[config.mk]
export PLATFORM = sky130hd
export DESIGN_NAME = ysyx_22040088_lsu
export DESIGN_NICKNAME = d
export VERILOG_FILES = /design/src/rtl/ysyx_22040088_lsu.sv
export SDC_FILE = /design/constraint.sdc
export NUM_CORES = 1
export LEC_CHECK = 0
export CAP_MARGIN = 20
export CELL_PAD_IN_SITES_DETAIL_PLACEMENT = 0
export CELL_PAD_IN_SITES_GLOBAL_PLACEMENT = 1
export CORE_MARGIN = 5
export CORE_UTILIZATION = 35
export DETAILED_ROUTE_END_ITERATION = 12
export GPL_TIMING_DRIVEN = 0
export MAX_ROUTING_LAYER = met4
export PLACE_DENSITY = 0.88
export SLEW_MARGIN = 30
export SYNTH_ARGS = -nofsm -noshare
export SYNTH_HDL_FRONTEND = slang
export SYNTH_SLANG_ARGS = --single-unit
[constraint.sdc]
create_clock -name clk -period 4.35 [get_ports clk]
set_input_delay 0.435 -clock clk [delete_from_list [all_inputs] [get_ports clk]]
set_output_delay 0.435 -clock clk [all_outputs]
set_load 0.005 [all_outputs]
[src/rtl/ysyx_22040088_lsu.sv]
// Load/store unit: one access at a time over a 64-bit aligned request/response bus.
// Optional watchdog on REQ/WAIT enabled by defining YSYX_22040088_LSU_TIMEOUT_EN.

module ysyx_22040088_lsu_lane #(
  parameter int LANE = 0
) (
  input  logic [2:0]  off,
  input  logic [3:0]  nbytes,
  input  logic        wen,
  input  logic [63:0] wdata,
  output logic        strb,
  output logic [7:0]  wbyte
);
  localparam logic [2:0] L = 3'(LANE);
  logic [2:0] rel;
  logic       hit;

  // Lane L carries source byte L-off once the store data is shifted up by off bytes.
  assign rel   = L - off;
  assign hit   = (L >= off);
  assign strb  = wen & hit & ({1'b0, rel} < nbytes);
  assign wbyte = hit ? wdata[{rel, 3'b000} +: 8] : 8'h00;
endmodule

module ysyx_22040088_lsu #(
  parameter int ADDR_W         = 64,
  parameter int TIMEOUT_CYCLES = 255
) (
  input  logic              clk,
  input  logic              rst_n,
  input  logic              lsu_valid,
  output logic              lsu_ready,
  input  logic              lsu_wen,
  input  logic [3:0]        lsu_mask,
  input  logic              lsu_unsigned,
  input  logic [ADDR_W-1:0] lsu_addr,
  input  logic [63:0]       lsu_wdata,
  output logic              lsu_resp_valid,
  output logic [63:0]       lsu_rdata,
  output logic              lsu_err,
  output logic              bus_req_valid,
  input  logic              bus_req_ready,
  output logic [ADDR_W-1:0] bus_addr,
  output logic              bus_wen,
  output logic [7:0]        bus_wstrb,
  output logic [63:0]       bus_wdata,
  input  logic              bus_resp_valid,
  input  logic [63:0]       bus_rdata,
  input  logic              bus_resp_err
);
  typedef enum logic [1:0] {IDLE, REQ, WAIT, RESP} state_t;

  state_t            state_q, state_d;
  logic [ADDR_W-1:0] addr_q;
  logic              wen_q, uns_q, err_q;
  logic [3:0]        mask_q, size_q, in_size;
  logic [63:0]       wdata_q, rdata_q, sh, ld;
  logic [7:0][7:0]   wlanes;
  logic              accept, in_bad, misal, rsp_take, tmo;

  function automatic logic [3:0] size_of(input logic [3:0] m);
    case (m)
      4'b0001: size_of = 4'd8;
      4'b0010: size_of = 4'd4;
      4'b0100: size_of = 4'd2;
      4'b1000: size_of = 4'd1;
      default: size_of = 4'd0;
    endcase
  endfunction

  assign accept  = lsu_valid & (state_q == IDLE);
  assign in_size = size_of(lsu_mask);
  assign size_q  = size_of(mask_q);

  always_comb begin
    misal = 1'b0;
    case (in_size)
      4'd8:    misal = |lsu_addr[2:0];
      4'd4:    misal = |lsu_addr[1:0];
      4'd2:    misal = lsu_addr[0];
      default: misal = 1'b0;
    endcase
  end
  assign in_bad = (in_size == 4'd0) | misal;

  // Load extraction feeds only the rdata register, never an output directly.
  assign sh = bus_rdata >> {addr_q[2:0], 3'b000};
  always_comb begin
    ld = bus_rdata;
    case (size_q)
      4'd1: ld = uns_q ? {56'b0, sh[7:0]}  : {{56{sh[7]}},  sh[7:0]};
      4'd2: ld = uns_q ? {48'b0, sh[15:0]} : {{48{sh[15]}}, sh[15:0]};
      4'd4: ld = uns_q ? {32'b0, sh[31:0]} : {{32{sh[31]}}, sh[31:0]};
      default: ld = bus_rdata;
    endcase
  end

`ifdef YSYX_22040088_LSU_TIMEOUT_EN
  logic [7:0] cnt_q;
  assign tmo = ((state_q == REQ) | ((state_q == WAIT) & ~bus_resp_valid))
             & ((cnt_q + 8'd1) == 8'(TIMEOUT_CYCLES));
  always_ff @(posedge clk) begin
    if (!rst_n)                                  cnt_q <= 8'd0;
    else if (accept)                             cnt_q <= 8'd0;
    else if ((state_q == REQ) | (state_q == WAIT)) cnt_q <= cnt_q + 8'd1;
  end
`else
  logic unused_tmo;
  assign unused_tmo = ^8'(TIMEOUT_CYCLES);
  assign tmo = 1'b0;
`endif

  assign rsp_take = (state_q == WAIT) & bus_resp_valid;

  always_comb begin
    state_d = state_q;
    case (state_q)
      IDLE: if (accept) state_d = in_bad ? RESP : REQ;
      REQ:  if (bus_req_ready) state_d = WAIT;
      WAIT: if (bus_resp_valid) state_d = RESP;
      RESP: state_d = IDLE;
      default: state_d = IDLE;
    endcase
    if (tmo) state_d = RESP;
  end

  always_ff @(posedge clk) begin
    if (!rst_n) begin
      state_q <= IDLE;
      addr_q  <= '0;
      wen_q   <= 1'b0;
      uns_q   <= 1'b0;
      mask_q  <= 4'd0;
      wdata_q <= 64'd0;
      rdata_q <= 64'd0;
      err_q   <= 1'b0;
    end else begin
      state_q <= state_d;
      if (accept) begin
        addr_q  <= lsu_addr;
        wen_q   <= lsu_wen;
        uns_q   <= lsu_unsigned;
        mask_q  <= lsu_mask;
        wdata_q <= lsu_wdata;
        if (in_bad) begin
          rdata_q <= 64'd0;
          err_q   <= 1'b1;
        end
      end
      if (rsp_take) begin
        err_q   <= bus_resp_err;
        rdata_q <= (bus_resp_err | wen_q) ? 64'd0 : ld;
      end
      if (tmo) begin
        err_q   <= 1'b1;
        rdata_q <= 64'd0;
      end
    end
  end

  for (genvar g = 0; g < 8; g++) begin : g_lane
    ysyx_22040088_lsu_lane #(.LANE(g)) u_lane (
      .off    (addr_q[2:0]),
      .nbytes (size_q),
      .wen    (wen_q),
      .wdata  (wdata_q),
      .strb   (bus_wstrb[g]),
      .wbyte  (wlanes[g])
    );
  end

  assign lsu_ready      = (state_q == IDLE);
  assign lsu_resp_valid = (state_q == RESP);
  assign lsu_rdata      = rdata_q;
  assign lsu_err        = err_q;
  assign bus_req_valid  = (state_q == REQ);
  assign bus_addr       = {addr_q[ADDR_W-1:3], 3'b000};
  assign bus_wen        = wen_q;
  assign bus_wdata      = wlanes;
endmodule

==> out/metrics.csv <==
metric;value;unit
status;finished clean;
hp-class;primary input to register;
setup_viol_count_final;0;
yosysWarningCount;0;
cp-start-kind;register;
p_sw_share;38.8;%
routed_wl;55800;um
avgSynthCellArea;8.62;sq um
hold_path_end;wdata_q[51];
grt_pass1_wl;82700;um
p_int;0.00528;W
rsz0062_at_grt;no;
synth-main-ff-cell;dfxtp_1;
path_cells;buf_4 > inv_2 > buf_2 > clkbuf_2 > buf_4 > ha_4 > clkinv_4 > ha_1 > a21o_1 > a21oi_1 > buf_4 > clkdlybuf4s50_1;
start_util;35.3;%
cts_tree;done;
rr_endpoint;lsu_rdata[10];
drc_errors;0;
switchingPower;0.00335;W
fmax;0.240;GHz
crit_buf_inv;8;
core_region_area;0.0376;sq mm
cts-root-buf;clkbuf_16;
synthCells;1541;
fillers;3607;
leakagePower;7.00;nW
fin_crit_sh;95.9;%
place_congestion;0.982;
worst_path_largest_cell_delay;0.49;ns
grt_usage;26.3;%
yosysSeqAreaShare;30.3;%
hold_start;lsu_wdata[51];
p_per_area;457;mW/mm^2
clkPwrFrac;23.8;%
drive_gt1_share;13.3;%
synth_area;0.0133;sq mm
cts.sinks;201;
multiInputGateArea;0.00808;sq mm
stdcell_count;2506;
vias_per_cell;5.46;
p_comb_share;48.3;%
max_cap_viol_count;0;
path_class;register to output port;
globalRouteOverflowTotal;0;
cp.required;3.91;ns
vias;13700;
arrival;3.74;ns
drtIter0Drc;1164;
cts_hold_buf;0;
slew_viol_final;0;
dp_hpwl;44500;um
cpMostUsedCell;buf_4;
buffer_ports.inserted;405;
num_rows;71;
path_max_fanout;17;
htree_levels;1;
clk_pin_slew;0.06;ns
r2r_slack;1.59;ns
cts_buffers;24;
worst_slew_pin_slew;0.935;ns
syn2layout_area_growth;42.1;%
skew;0.0221;ns
synth_edf_count;0;
clock_path_buffers;3;
clk_latency;0.55;ns
synthArstFlopShare;0;%
route.antenna.remaining_nets;0;
vdd_drop_max;386;uV
dp_cells;2461;
cpLargestDelayFamily;buffers and inverters;
critPathSlowestCell;clkdlybuf4s50_1;
grt_start_max_net_pins;20;
synth-seq-cells;201;
first_pass_iters;6;
rr_startpoint;state_q[0];
die_h;205;um
yosysUniqueCellTypes;62;
rr_worst_depth;9;
dieArea;0.0419;sq mm
post_drt_wl_per_cell;22.3;um
die_w;205;um
seqCellArea;0.00403;sq mm
max_slew_margin;37.2;%
pin_count;409;
finalHoldViolations;0;
grt_pass1_vias;13600;
end_kind;output port;
finalNetCount;2204;
power_frac_seq;27.9;%
whs_path_depth;3;
design_area;0.0189;sq mm
fin_crit;4.17;ns
placed_area;0.0180;sq mm
antenna_found_initial;5;
-- how the worst max path moves through the flow --
stage	startpoint	end	depth (start not counted)
after detailed placement	addr_q[1]	bus_wstrb[2]	16
final	addr_q[2]	bus_wstrb[5]	12
after global placement	addr_q[1]	bus_wstrb[6]	16
after CTS	addr_q[1]	bus_wstrb[2]	13
after floorplan	addr_q[1]	bus_wstrb[2]	15
after global routing	addr_q[2]	bus_wstrb[5]	12
-- metrics by stage --
step	TNS (ns)	utilization (%)	setup WS, ns	hold WS [ns]	total power [W]
6_report	0	50.2	0.177	0.439	0.00863
3_3_place_gp	-12.00	47.8	-0.623	0.441	0.00648
5_1_grt	0	50.2	0.0103	0.446	0.00915
2_1_floorplan	0	-	0.775	0.435	0.00472
3_5_place_dp	-12.96	47.9	-0.660	0.442	0.00654
4_1_cts	0	50.1	0.104	0.422	0.00865
-- repair_timing --
action / CTS / global route
resized for setup: 17 / 8
setup endpoints to repair: 55 / 24
hold endpoints to repair: 0 / 0
setup buffers: 1 / 2
-- cells in the mapped netlist (5+ instances only) --
master | instances | area [sq um]
buf_2 | 25 | 125
clkbuf_1 | 90 | 338
o221a_1 | 5 | 56.3
o21ai_0 | 43 | 215
nand2_1 | 383 | 1440
mux2i_1 | 46 | 460
a31oi_1 | 8 | 50.1
buf_4 | 80 | 601
a211o_1 | 13 | 114
o2bb2ai_1 | 30 | 263
a21o_1 | 11 | 82.6
and4_1 | 15 | 131
nand3_1 | 8 | 40.0
o21ai_1 | 7 | 35.0
a22oi_1 | 7 | 52.6
o211a_1 | 6 | 60.1
a21oi_1 | 47 | 235
ha_1 | 27 | 338
buf_1 | 7 | 26.3
nand2b_1 | 6 | 37.5
dfxtp_1 | 201 | 4020
mux4_2 | 85 | 1910
mux2_1 | 7 | 78.8
nor3_1 | 5 | 25.0
nor2b_1 | 9 | 56.3
and2_1 | 8 | 50.1
a221o_1 | 27 | 270
a21boi_1 | 69 | 518
a21boi_0 | 74 | 556
a211oi_1 | 34 | 255
nor2_1 | 93 | 349
inv_1 | 17 | 63.8
-- sequential cells by signal, indices dropped and copies added (netlist names) --
name	cells
addr_q	64
mask_q	4
uns_q	1
lsu_err	1
wdata_q	64
lsu_rdata	64
bus_wen	1
state_q	2
-- layout make-up --
type	instances	area share, %
Multi-Input combinational cell	1114	42.8
Timing Repair Buffer	410	21.7
Sequential cell	201	21.3
Buffer	201	6.01
Clock buffer	34	3.75
Tap cell	511	3.39
Clock inverter	10	0.491
Inverter	21	0.464
Antenna cell	4	0.0530
-- placed cells by master, fill, tap and decap left out, types with 15 or more instances in the layout --
cell / instances
buf_4: 86
nand2_1: 383
dfxtp_1: 199
mux4_2: 85
mux2i_1: 46
a21oi_1: 46
nor2_1: 93
clkdlybuf4s50_1: 405
o2bb2ai_1: 30
a21boi_0: 74
ha_1: 25
and4_1: 15
a221o_1: 27
buf_2: 23
a211oi_1: 34
a21boi_1: 69
clkbuf_16: 24
inv_1: 16
clkbuf_1: 83
o21ai_0: 43
-- power by group through the flow --
stage	Sequential, W	Combinational [W]	Clock, W
after detailed placement	0.00244	0.00410	0
after CTS	0.00240	0.00414	0.00211
final	0.00241	0.00417	0.00205
after floorplan	0.00233	0.00239	0
after global placement	0.00242	0.00406	0
after global routing	0.00245	0.00453	0.00217
-- worst reg2reg max path, cell delays in order (launching register included) --
cell and delay (ns):
dfxtp_1 0.34, inv_1 0.09, ha_1 0.22, nand2_1 0.16, nor4b_1 0.53, clkbuf_1 0.52, clkbuf_1 0.41, o21ai_0 0.16
a31oi_1 0.19, a21o_1 0.10
-- layer usage --
metal	GRT usage, %	wire (um)	up-vias
li1	-	-	6316
met1	32.4	22200	6511
met2	41.4	25600	720
met3	8.23	5890	131
met4	8.64	2160	0
met5	-	0	-
-- cell families (layout without fill, tap and decap cells) --
kind of cell | count (synthesis) | count (layout) | synth area share (%)
XOR/XNOR | 2 | 2 | 0.132
other | 1 | 7 | 0.0282
buffers and inverters | 228 | 676 | 9.18
flip-flops | 201 | 201 | 30.3
adder cells (fa/ha/maj) | 27 | 27 | 2.54
AND/OR/NAND/NOR | 548 | 548 | 17.4
AO/OA/AOI/OAI | 395 | 395 | 21.8
multiplexers | 139 | 139 | 18.6
Power figures use the tool's default switching activity.
